===== config.mk =====
export PLATFORM = sky130hd
export DESIGN_NAME = dmem_arbiter
export DESIGN_NICKNAME = d
export VERILOG_FILES = /design/src/rtl/dmem_arb_pkg.sv /design/src/rtl/dmem_arb_pick.sv /design/src/rtl/dmem_arbiter.sv
export SDC_FILE = /design/constraint.sdc
export NUM_CORES = 1
export LEC_CHECK = 0
export CORE_ASPECT_RATIO = 1.75
export CORE_UTILIZATION = 43
export DETAILED_ROUTE_END_ITERATION = 10
export GPL_ROUTABILITY_DRIVEN = 0
export PLACE_DENSITY = 0.82
export SYNTH_ARGS = -nofsm -noshare
export SYNTH_HDL_FRONTEND = slang
export SYNTH_SLANG_ARGS = --single-unit
export TNS_END_PERCENT = 10

===== constraint.sdc =====
create_clock -name clk -period 3.3 [get_ports clk]
set_input_delay 0.66 -clock clk [delete_from_list [all_inputs] [get_ports clk]]
set_output_delay 0.66 -clock clk [all_outputs]
set_load 0.005 [all_outputs]

===== src/rtl/dmem_arb_pkg.sv =====
// Shared state/requester encodings and counter widths for the data-memory arbiter.
package dmem_arb_pkg;

    localparam int LAT_CNT_W    = 3;
    localparam int STARVE_CNT_W = 4;

    typedef enum logic [1:0] {IDLE, ISSUE, WAIT, RESP} arb_state_e;
    typedef enum logic {REQ_CPU, REQ_DBG} req_id_e;

endpackage


===== src/rtl/dmem_arb_pick.sv =====
// Grant selection between the cpu and debug requesters; cpu has priority until dbg starves.
module dmem_arb_pick
    import dmem_arb_pkg::*;
#(
    parameter int STARVE_MAX = 4
) (
    input  logic                    cpu_req,
    input  logic                    dbg_req,
    input  logic [STARVE_CNT_W-1:0] starve_cnt,
    output logic                    gnt_valid,
    output req_id_e                 gnt_id
);

    always_comb begin
        gnt_valid = cpu_req | dbg_req;
        gnt_id    = REQ_CPU;
        if (dbg_req && (!cpu_req || starve_cnt == STARVE_CNT_W'(STARVE_MAX))) begin
            gnt_id = REQ_DBG;
        end
    end

endmodule


===== src/rtl/dmem_arbiter.sv =====
// Shares one dmem port between the cpu memory stage and a debug/loader master.
// Optional `DMEM_ARB_ALIGN_CHK_EN adds cpu_err/dbg_err and rejects misaligned accesses.
module dmem_arbiter
    import dmem_arb_pkg::*;
#(
    parameter int ADDR_W     = 32,
    parameter int DATA_W     = 32,
    parameter int RD_LAT     = 1,
    parameter int STARVE_MAX = 4
) (
    input  logic              clk,
    input  logic              rst_n,
    input  logic              cpu_req,
    input  logic              cpu_we,
    input  logic [ADDR_W-1:0] cpu_addr,
    input  logic [DATA_W-1:0] cpu_wdata,
    output logic [DATA_W-1:0] cpu_rdata,
    output logic              cpu_ack,
    output logic              cpu_stall,
    input  logic              dbg_req,
    input  logic              dbg_we,
    input  logic [ADDR_W-1:0] dbg_addr,
    input  logic [DATA_W-1:0] dbg_wdata,
    output logic [DATA_W-1:0] dbg_rdata,
    output logic              dbg_ack,
`ifdef DMEM_ARB_ALIGN_CHK_EN
    output logic              cpu_err,
    output logic              dbg_err,
`endif
    output logic              mem_wr_en,
    output logic [ADDR_W-1:0] mem_addr,
    output logic [DATA_W-1:0] mem_wr_data,
    input  logic [DATA_W-1:0] mem_rd_data,
    output logic              busy
);

    arb_state_e              state_q, state_d;
    req_id_e                 id_q, id_d;
    logic                    we_q, we_d;
    logic [ADDR_W-1:0]       addr_q, addr_d;
    logic [DATA_W-1:0]       wdata_q, wdata_d;
    logic [LAT_CNT_W-1:0]    lat_cnt_q, lat_cnt_d;
    logic [STARVE_CNT_W-1:0] starve_q, starve_d;
    logic [DATA_W-1:0]       cpu_rdata_q, cpu_rdata_d;
    logic [DATA_W-1:0]       dbg_rdata_q, dbg_rdata_d;
    logic                    capture;
    logic                    gnt_valid;
    req_id_e                 gnt_id;
    logic                    sel_we;
    logic [ADDR_W-1:0]       sel_addr;
    logic [DATA_W-1:0]       sel_wdata;
`ifdef DMEM_ARB_ALIGN_CHK_EN
    logic                    err_q, err_d;
`endif

    dmem_arb_pick #(
        .STARVE_MAX (STARVE_MAX)
    ) u_pick (
        .cpu_req    (cpu_req),
        .dbg_req    (dbg_req),
        .starve_cnt (starve_q),
        .gnt_valid  (gnt_valid),
        .gnt_id     (gnt_id)
    );

    assign sel_we    = (gnt_id == REQ_DBG) ? dbg_we    : cpu_we;
    assign sel_addr  = (gnt_id == REQ_DBG) ? dbg_addr  : cpu_addr;
    assign sel_wdata = (gnt_id == REQ_DBG) ? dbg_wdata : cpu_wdata;

    always_ff @(posedge clk or negedge rst_n) begin
        if (!rst_n) begin
            state_q     <= IDLE;
            id_q        <= REQ_CPU;
            we_q        <= 1'b0;
            addr_q      <= '0;
            wdata_q     <= '0;
            lat_cnt_q   <= '0;
            starve_q    <= '0;
            cpu_rdata_q <= '0;
            dbg_rdata_q <= '0;
`ifdef DMEM_ARB_ALIGN_CHK_EN
            err_q       <= 1'b0;
`endif
        end else begin
            state_q     <= state_d;
            id_q        <= id_d;
            we_q        <= we_d;
            addr_q      <= addr_d;
            wdata_q     <= wdata_d;
            lat_cnt_q   <= lat_cnt_d;
            starve_q    <= starve_d;
            cpu_rdata_q <= cpu_rdata_d;
            dbg_rdata_q <= dbg_rdata_d;
`ifdef DMEM_ARB_ALIGN_CHK_EN
            err_q       <= err_d;
`endif
        end
    end

    // Request fields are latched once in IDLE so later input changes cannot disturb the access.
    always_comb begin
        state_d     = state_q;
        id_d        = id_q;
        we_d        = we_q;
        addr_d      = addr_q;
        wdata_d     = wdata_q;
        lat_cnt_d   = lat_cnt_q;
        starve_d    = starve_q;
        cpu_rdata_d = cpu_rdata_q;
        dbg_rdata_d = dbg_rdata_q;
        capture     = 1'b0;
`ifdef DMEM_ARB_ALIGN_CHK_EN
        err_d       = err_q;
`endif
        unique case (state_q)
            IDLE: begin
                if (!dbg_req) begin
                    starve_d = '0;
                end
                if (gnt_valid) begin
                    id_d    = gnt_id;
                    we_d    = sel_we;
                    addr_d  = sel_addr;
                    wdata_d = sel_wdata;
                    state_d = ISSUE;
                    if (gnt_id == REQ_DBG) begin
                        starve_d = '0;
                    end else if (dbg_req && starve_q != STARVE_CNT_W'(STARVE_MAX)) begin
                        starve_d = starve_q + 1'b1;
                    end
`ifdef DMEM_ARB_ALIGN_CHK_EN
                    err_d = (sel_addr[1:0] != 2'b00);
                    if (sel_addr[1:0] != 2'b00) begin
                        state_d = RESP;
                    end
`endif
                end
            end
            ISSUE: begin
                if (we_q) begin
                    state_d = RESP;
                end else if (RD_LAT == 0) begin
                    capture = 1'b1;
                    state_d = RESP;
                end else begin
                    lat_cnt_d = LAT_CNT_W'(RD_LAT - 1);
                    state_d   = WAIT;
                end
            end
            WAIT: begin
                if (lat_cnt_q == '0) begin
                    capture = 1'b1;
                    state_d = RESP;
                end else begin
                    lat_cnt_d = lat_cnt_q - 1'b1;
                end
            end
            RESP: begin
                state_d = IDLE;
            end
            default: begin
                state_d = IDLE;
            end
        endcase
        if (capture) begin
            if (id_q == REQ_CPU) begin
                cpu_rdata_d = mem_rd_data;
            end else begin
                dbg_rdata_d = mem_rd_data;
            end
        end
    end

    // Write enable is gated by state so an async reset drops it before the commit edge.
    assign mem_wr_en   = (state_q == ISSUE) && we_q;
    assign mem_addr    = addr_q;
    assign mem_wr_data = wdata_q;
    assign cpu_ack     = (state_q == RESP) && (id_q == REQ_CPU);
    assign dbg_ack     = (state_q == RESP) && (id_q == REQ_DBG);
    assign cpu_rdata   = cpu_rdata_q;
    assign dbg_rdata   = dbg_rdata_q;
    assign cpu_stall   = cpu_req & ~cpu_ack;
    assign busy        = (state_q != IDLE);
`ifdef DMEM_ARB_ALIGN_CHK_EN
    assign cpu_err     = cpu_ack & err_q;
    assign dbg_err     = dbg_ack & err_q;
`endif

endmodule


Word level (Yosys, flattened, before mapping)
Cells that the tools add are included.
- muxes and demuxes: 17
- bitwise logic cells: 4
- equal/unequal tests: 9
- reduce and logical (&&, ||, !) cells: 16
- $add $sub $neg: 2
- operators with widths (kind ; number):
    32-bit two-way mux ; 2
    4-bit two-way mux ; 4
    2-bit inequality test (second input constant) ; 4
    2-bit one-hot mux with 4 select lines ; 1
    2-bit AND reduction ; 4
    3-bit two-way mux ; 2
    3-bit one-hot mux with 2 select lines ; 1
    1-bit logical AND ; 5
    1-bit two-way mux ; 5
    4-bit by 1-bit adder with 4-bit output (second input constant) ; 1
    2-bit == test (second input constant) ; 2
    4-bit by 3-bit == test with 1-bit output (second input constant) ; 1
    2-bit two-way mux ; 2
    4-bit by 3-bit inequality test with 1-bit output (second input constant) ; 1
    2-bit nonzero test ; 2
    3-bit zero test ; 1
    3-bit AND reduction ; 1
    3-bit by 1-bit subtractor with 3-bit output (second input constant) ; 1
    2-bit by 1-bit == test with 1-bit output (second input constant) ; 1
    2-bit zero test ; 1
    1-bit NOT ; 2
    1-bit bitwise AND ; 1
    1-bit zero test ; 1
    1-bit logical OR ; 1
    1-bit OR ; 1
- logic and storage cells: 57
- input port bits: 166
- flip-flop bits (word level): 139

Depth between registers and ports, before layout
Gate-level depths: netlist of run 1.
- word-level depth: 6
- gate-level depth with buffers: 8
- depth with buffers taken out: 6

Cells and area by module
From an unflattened synthesis of run 1, not the netlist that was laid out.
- cell total of the unflattened synthesis: 496
- area, all modules: 6179.7 µm²
- modules (own cells, without submodules) (module ; area an instance (µm²) ; cells an instance ; times used ; seq. area each (µm²)):
    dmem_arbiter ; 6155.9 ; 493 ; 1 ; 3478.3
    dmem_arb_pick ; 23.8 ; 3 ; 1 ; 0.0

Worst setup path after synthesis of run 1
Ideal clock, no wire load.
- path kind: register to register
- start point: register state_q[0]
- end point: register cpu_rdata_q[10], in the netlist cpu_rdata[10]
- setup slack: 1.488 ns
- arrival: 1.688 ns
- cell stages (with the launch flop): 7
- setup time: 0.125 ns
- path through: dfrtp_1 -> inv_1 -> ha_1 -> inv_1 -> nor3_2 -> buf_4 -> mux2_2
- word-level cells in the longest chain between the ends: 3
- RTL lines (what ; line ; source):
    start, declared ; dmem_arbiter.sv:37 ; arb_state_e state_q, state_d;
    start signal, assigned ; dmem_arbiter.sv:85 ; state_q <= state_d;
    2-bit == test ; dmem_arbiter.sv:115 ; unique case (state_q)
    1-bit two-way mux ; dmem_arbiter.sv:115 ;
    2-bit AND reduction (no source line) ; n/a ;
    end signal, assigned ; dmem_arbiter.sv:92 ; cpu_rdata_q <= cpu_rdata_d;
    end, declared ; dmem_arbiter.sv:44 ; logic [DATA_W-1:0] cpu_rdata_q, cpu_rdata_d;
No other way between the ends.
A chain may end at the register's enable or synchronous reset.

Worst setup path in the final report of run 1
- start point: input cpu_req
- end point: output cpu_stall
- word-level cells in the longest chain between the ends: 1
- RTL lines (what ; line ; source):
    start, declared ; dmem_arbiter.sv:13 ; input logic cpu_req,
    1-bit bitwise AND ; dmem_arbiter.sv:182 ; assign cpu_stall = cpu_req & ~cpu_ack;
    end, declared ; dmem_arbiter.sv:19 ; output logic cpu_stall,
No other way between the ends.

==> results of run 1 <==
[final timing paths]
path | startpoint | end | slack [ns] | cells past startpoint
max reg2reg | state_q[0] | cpu_rdata[14] | 1.16 | 6
min | rst_n | cpu_rdata[7] | 0.21 | 1
max | cpu_req | cpu_stall | 0.66 | 3
min in group clk | cpu_rdata[5] | cpu_rdata[5] | 0.50 | 1
min reg2reg | cpu_rdata[5] | cpu_rdata[5] | 0.50 | 1
max in group asynchronous | rst_n | lat_cnt_q[2] | 2.28 | 2
[worst max-delay path, cell delays in order]
cell and delay (ns):
clkdlybuf4s50_1 0.63, nor2b_1 0.18, clkdlybuf4s50_1 0.51
[logic make-up after synthesis]
logic type | after synthesis
adders and majority gates | 9
buffers and inverters | 39
muxes | 65
DFF | 139
and+or+nand+nor | 24
AOI/OAI and AO/OA | 149
[power by group through the flow]
stage | registers (mW) | clock network [mW] | logic, mW
global route | 3.13 | 2.11 | 4.33
detailed placement | 3.04 | 0 | 4.05
CTS | 3.02 | 2.04 | 4.08
global placement | 2.98 | 0 | 3.92
floorplan | 3.03 | 0 | 1.73
finish | 3.02 | 1.99 | 4.03
[state kept, by name, summed over array words and instances, names as in the netlist]
name / flops
cpu_rdata: 32
dbg_rdata: 32
id_q: 1
lat_cnt_q: 3
mem_addr: 32
mem_wr_data: 32
starve_q: 4
state_q: 2
we_q: 1
[placed cells by master (no fill, tap or decap), types with 2 or more instances in the layout]
master           count
mux2_2              62
buf_4                5
o311ai_0             2
inv_8                6
o21ai_0              5
nand2_1              7
bufinv_16            2
clkbuf_16           17
ha_1                 9
nor2_1               2
a21o_1              67
dfrtp_1            139
inv_6                4
buf_12               3
inv_1               10
o22ai_1              3
nand3_1              3
mux2_1               2
clkdlybuf4s50_1    297
a22o_1              67
nand4_1              2
nor2b_1              3
[per-layer routing]
metal | vias to the layer above | global-route usage
met5 | - | 0
met4 | 0 | 0.135
met3 | 49 | 0.0863
met2 | 232 | 0.458
met1 | 2391 | 0.277
li1 | 2171 | -
[per-stage QoR]
| step | utilization | cells |
|---|---|---|
| global route | 0.736 | 906 |
| CTS | 0.736 | 906 |
| floorplan | - | 425 |
| global placement | 0.689 | 874 |
| detailed placement | 0.689 | 874 |
| finish | 0.736 | 906 |
[layout make-up]
| cell class | count | area (sq um) | share of cell area |
|---|---|---|---|
| flip-flops and latches | 139 | 3480 | 0.361 |
| clock buffers | 17 | 425 | 0.0442 |
| inverters | 11 | 41.3 | 0.00429 |
| multi-input cells | 247 | 2190 | 0.227 |
| clock inverters | 15 | 195 | 0.0203 |
| well taps | 171 | 214 | 0.0222 |
| repair buffers | 306 | 3080 | 0.320 |
[synth_stat cells]
cell type	count	area share
ha_1	9	0.019
buf_1	3	0.0019
mux2i_1	1	0.0017
inv_2	1	0.00064
inv_1	10	0.0064
buf_2	17	0.015
and2_1	1	0.0011
a22o_1	67	0.10
o311ai_0	2	0.0030
nand4_1	2	0.0021
nor3_2	1	0.0017
nand3b_1	1	0.0013
a21o_1	67	0.086
nand3_1	3	0.0026
a32oi_1	1	0.0015
o211a_1	1	0.0017
o22ai_1	3	0.0032
nor3b_1	1	0.0013
buf_4	3	0.0039
o21ai_1	1	0.00086
nand2b_1	1	0.0011
mux2_2	62	0.12
nor2_1	2	0.0013
o32a_1	1	0.0017
or3b_2	1	0.0015
nand2_1	7	0.0045
clkbuf_1	5	0.0032
o31ai_1	1	0.0013
o21ai_0	5	0.0043
and3_1	1	0.0011
dfrtp_1	139	0.60
mux2_1	2	0.0039
nor2b_1	3	0.0032
==> run metrics, run 1 <==
post-synthesis sequential area ratio 0.597; GRT Overall Usage 0.260; Vias 4843; FILL cells 865; Post-Syn Area per Cell 13.7 sq um; DR pass1 iterations 4; die footprint 0.0140 sq mm; Layout area overhead 65.2%; wire per inst 19.5 um; CTS Hold Bufs 0; # diodes 0; placement row count 55; Power Density 940 mW/mm^2; Clk pwr share 0.220; Core ar. 0.0131 sq mm; # IOs 299; nets@finish 897; Power, Total 9.05 mW; initial core utilization 0.446; WS Path Type input port to primary output; internal power 6.34 mW; die height 156 um; remaining global-route overflow 0; M1 wire length 6110 um; first-pass GRT wire length 28300 um; Worst-Skew Late Latency 0.42 ns; synthesized instance count 425; CTS buffer count 17; final hold violation count 0; fmax 379 MHz; # port buffers 298; share of post-route cells with drive strength above 1 0.148; Detailed Place HPWL 12900 um; H-tree depth 4; Worst Hold Class input port to asynchronous set/reset pin; Sequential Power Share 0.334; mux contribution to synthesized area 0.125; XOR/XNOR share of the synthesized area 0; RSZ-0062 raised after global routing false; Leak 4.43 nW; placed cell areas 0.00900 sq mm; Syn Nets 600; chip width 90.0 um; crit-path max FO 7; pre-CTS WS 0.678 ns; Comb pwr share 0.446; outcome finished clean; startpoint types input port; final period utilization 0.800; CP arrival 1.98 ns; Max Clock Skew 0.0121 ns; CTS max path bufs 2; worst setup margin 0.659 ns; Vias/cell 5.35; WL final 17700 um; TritonCTS Sinks 139; max layer used met4; DR DRC count 0; Sw Ratio 0.299; Worst-Margin Slew 0.609 ns; min Tclk post-route 2.64 ns; Final Slew Violations 0; TritonCTS clock tree done; synth unique cells 33; CP Capture Type primary output; main combinational cell family by area after synthesis compound AO/OA/AOI/OAI gates; flops & latches, synth 139; max cap viols 0; Cell Area, Synth 0.00583 sq mm; met3 routed WL 1360 um; setup_tns 0 ns; number of global-route vias before repair 5455; largest net degree at the start of global routing 67; Resize count post-CTS 0; clk root buf clkbuf_16; met2 WL 9460 um; area fraction in and, or, nand and nor cells after synthesis 0.0228; final hold slack 0.212 ns; Sw Pwr 2.70 mW; Clk pin slew, worst setup/hold paths 0.06 ns; maximum vdd ir drop 0.474 mV; DR iter-0 viols 212; post-route cell area 0.00962 sq mm; worst rel slew slack 0.594; final setup violation count 0; Setup Buffers After CTS 0; Synth warnings 0; antenna violations before repair 0; worst endpoint required time 2.64 ns; antenna-violating nets left 0; compound-cell area share of the yosys netlist 0.205; Synth Area in Adders 0.0193
(Power assumes the default switching activity.)
==> inputs of run 2 (changes only) <==
--- a/config.mk
+++ b/config.mk
@@ -6,10 +6,10 @@
 export NUM_CORES = 1
 export LEC_CHECK = 0
 export CORE_ASPECT_RATIO = 1.75
-export CORE_UTILIZATION = 43
+export CORE_UTILIZATION = 36
 export DETAILED_ROUTE_END_ITERATION = 10
 export GPL_ROUTABILITY_DRIVEN = 0
-export PLACE_DENSITY = 0.82
+export PLACE_DENSITY = 0.73
 export SYNTH_ARGS = -nofsm -noshare
 export SYNTH_HDL_FRONTEND = slang
 export SYNTH_SLANG_ARGS = --single-unit
==> constraint.sdc (replaced) <==
create_clock -name clk -period 2.23 [get_ports clk]
set_input_delay 0.446 -clock clk [delete_from_list [all_inputs] [get_ports clk]]
set_output_delay 0.446 -clock clk [all_outputs]
set_load 0.005 [all_outputs]
==> run 2 against run 1 <==
Non-clock buffer count rose by 7. Sequential cell count did not move. The run now ends with design-rule violations left. Clock power rose by 52%. Die area rose by 19%. Sequential power rose by 46%. Critical endpoint is now cpu_ack. Routed wire length fell by 4.6%. First-iteration DRC count fell by 27%. Total power rose by 49%. Core utilization fell by 12 points. Global-route usage fell by 5.7 points. Critical path type is now flop to primary output. Final area rose by 1.6%. Sequential share of layout area fell by 0.56 points.
==> run metrics, run 2 (synthesis gave the netlist of run 1 again) <==
outcome finished with violations; failing checks design-rule violations; antenna-violating nets left 0 (unchanged); H-tree depth 4 (unchanged); post-route cell area 0.00977 sq mm (+1.6%); Comb pwr share 0.447 (about the same); max cap viols 0 (unchanged); number of global-route vias before repair 5354 (-1.9%); Worst-Margin Slew 0.473 ns (-0.136 ns); WP buf/inv 1 (-1); Power Density 1380 mW/mm^2 (+46%); worst endpoint required time 1.78 ns (-0.86 ns); CTS buffer count 17 (unchanged); final setup violation count 0 (unchanged); final period utilization 0.965; antenna violations before repair 0 (unchanged); CP arrival 1.71 ns (-0.27 ns); Worst Hold Class flop to flop; crit-path max FO 4 (-3); initial core utilization 0.367 (-0.0786); # port buffers 298 (unchanged); die height 170 um (+9.2%); Worst-Skew Late Latency 0.42 ns (about the same); CP max-delay cell clkdlybuf4s50_1; Crit path max-delay family buffers and inverters; Core ar. 0.0159 sq mm (+21%); TritonCTS Sinks 139 (unchanged); DR DRC count 16 (+16); largest net degree at the start of global routing 66 (-1.5%); fmax 465 MHz; Sw Ratio 0.288 (-0.0111); internal power 9.58 mW (+51%); Setup Buffers After CTS 0 (unchanged); FILL cells 1306 (+51%); Vias/cell 5.15 (-3.7%); Sw Pwr 3.87 mW (+43%); WL final 16900 um (-4.6%); placed cell areas 0.00912 sq mm (+1.3%); critical path, cell by cell ha_1, nor2b_4, clkdlybuf4s50_1; clk root buf clkbuf_16; commonest non-fill, non-tap cell in the layout clkdlybuf4s50_1; WS Path Type flop to primary output; DR iter-0 viols 155 (-27%); Clk pin slew, worst setup/hold paths 0.06 ns (about the same); commonest cells after routing, fill and taps aside 294 x clkdlybuf4s50_1, 139 x dfrtp_1, 67 x a22o_1, 67 x a21o_1, 62 x mux2_2; min Tclk post-route 2.15 ns; Layout area overhead 67.8%; # diodes 0 (unchanged); # IOs 299 (unchanged); Max Clock Skew 0.0277 ns (+0.0156 ns); DR pass1 iterations 9 (+5); remaining global-route overflow 0 (unchanged); chip width 98.2 um (+9.1%); RSZ-0062 raised after global routing false; wire per inst 18.1 um (-7.2%); placement row count 61 (+11%); first-pass GRT wire length 26400 um (-6.5%); die footprint 0.0167 sq mm (+19%); Detailed Place HPWL 12400 um (-3.9%); share of post-route cells with drive strength above 1 0.159 (+0.0107); GRT Overall Usage 0.203 (-0.0574); TritonCTS clock tree done; Sequential Power Share 0.329 (-0.005); Vias 4791 (-1.1%); Final Slew Violations 0 (unchanged); maximum vdd ir drop 0.730 mV (+54%); Power, Total 13.5 mW (+49%); CTS max path bufs 2 (unchanged); final hold violation count 0 (unchanged); Slowest Stage Delay on Critical Path 0.52 ns (-0.11 ns); Clk pwr share 0.224 (+0.004); CP Capture Type primary output; nets@finish 904 (+0.78%); startpoint types flop; Leak 4.50 nW (+1.6%); worst rel slew slack 0.685 (+0.0908)
==> run 2: what timing repair did <==
| action | 4_1_cts | 5_1_grt |
|---|---|---|
| gates resized for setup | 4 | 3 |
| hold buffers | 1 | 0 |
| endpoints found under the hold margin | 45 | 0 |
| setup endpoints to repair | 4 | 2 |
==> run 2: layout make-up <==
class	instances	area, sq um	area share
clock buffers	19	453	0.0463
clock inverters	13	180	0.0184
inverters	11	41.3	0.00422
multi-input cells	247	2200	0.225
flip-flops and latches	139	3480	0.356
well taps	189	236	0.0242
repair buffers	313	3190	0.326
==> run 2: power by group through the flow <==
| stage | Combinational, mW | Sequential (mW) | Clock [mW] |
|---|---|---|---|
| 6_report | 6.01 | 4.42 | 3.02 |
| 3_3_place_gp | 5.89 | 4.38 | 0 |
| 5_1_grt | 6.46 | 4.58 | 3.20 |
| 3_5_place_dp | 6.07 | 4.47 | 0 |
| 2_1_floorplan | 2.56 | 4.49 | 0 |
| 4_1_cts | 6.09 | 4.43 | 3.08 |
==> run 2: metal layers <==
metal,global-route usage,up-vias,part of all wire
met2,0.379,200,0.55
met1,0.209,2382,0.36
met3,0.0575,25,0.070
met5,0,-,0
li1,-,2184,-
met4,0.0863,0,0.023
==> run 2: worst paths after layout <==
| path | startpoint | end | slack [ns] | cells past startpoint |
|---|---|---|---|---|
| setup / recovery | state_q[1] | cpu_ack | 0.08 | 3 |
| hold / removal | cpu_rdata[6] | cpu_rdata[6] | 0.49 | 1 |
| setup reg to reg | state_q[0] | cpu_rdata[7] | 0.28 | 6 |
| hold reg to reg | cpu_rdata[6] | cpu_rdata[6] | 0.49 | 1 |
| max in group asynchronous | rst_n | lat_cnt_q[2] | 1.07 | 3 |
| min in group asynchronous | rst_n | dbg_rdata[10] | 0.54 | 2 |
==> run 2: metrics by stage <==
stage / setup WS [ns] / instances / setup TNS, ns / hold WS (ns) / util
3_3_place_gp: 0.0796 / 898 / 0 / 0.417 / 0.574
5_1_grt: 0.00257 / 931 / 0 / 0.514 / 0.616
4_1_cts: -0.103 / 931 / -0.103 / 0.501 / 0.615
6_report: 0.0772 / 931 / 0 / 0.495 / 0.616
2_1_floorplan: 0.418 / 425 / 0 / 0.150 / -
3_5_place_dp: 0.0764 / 898 / 0 / 0.422 / 0.574
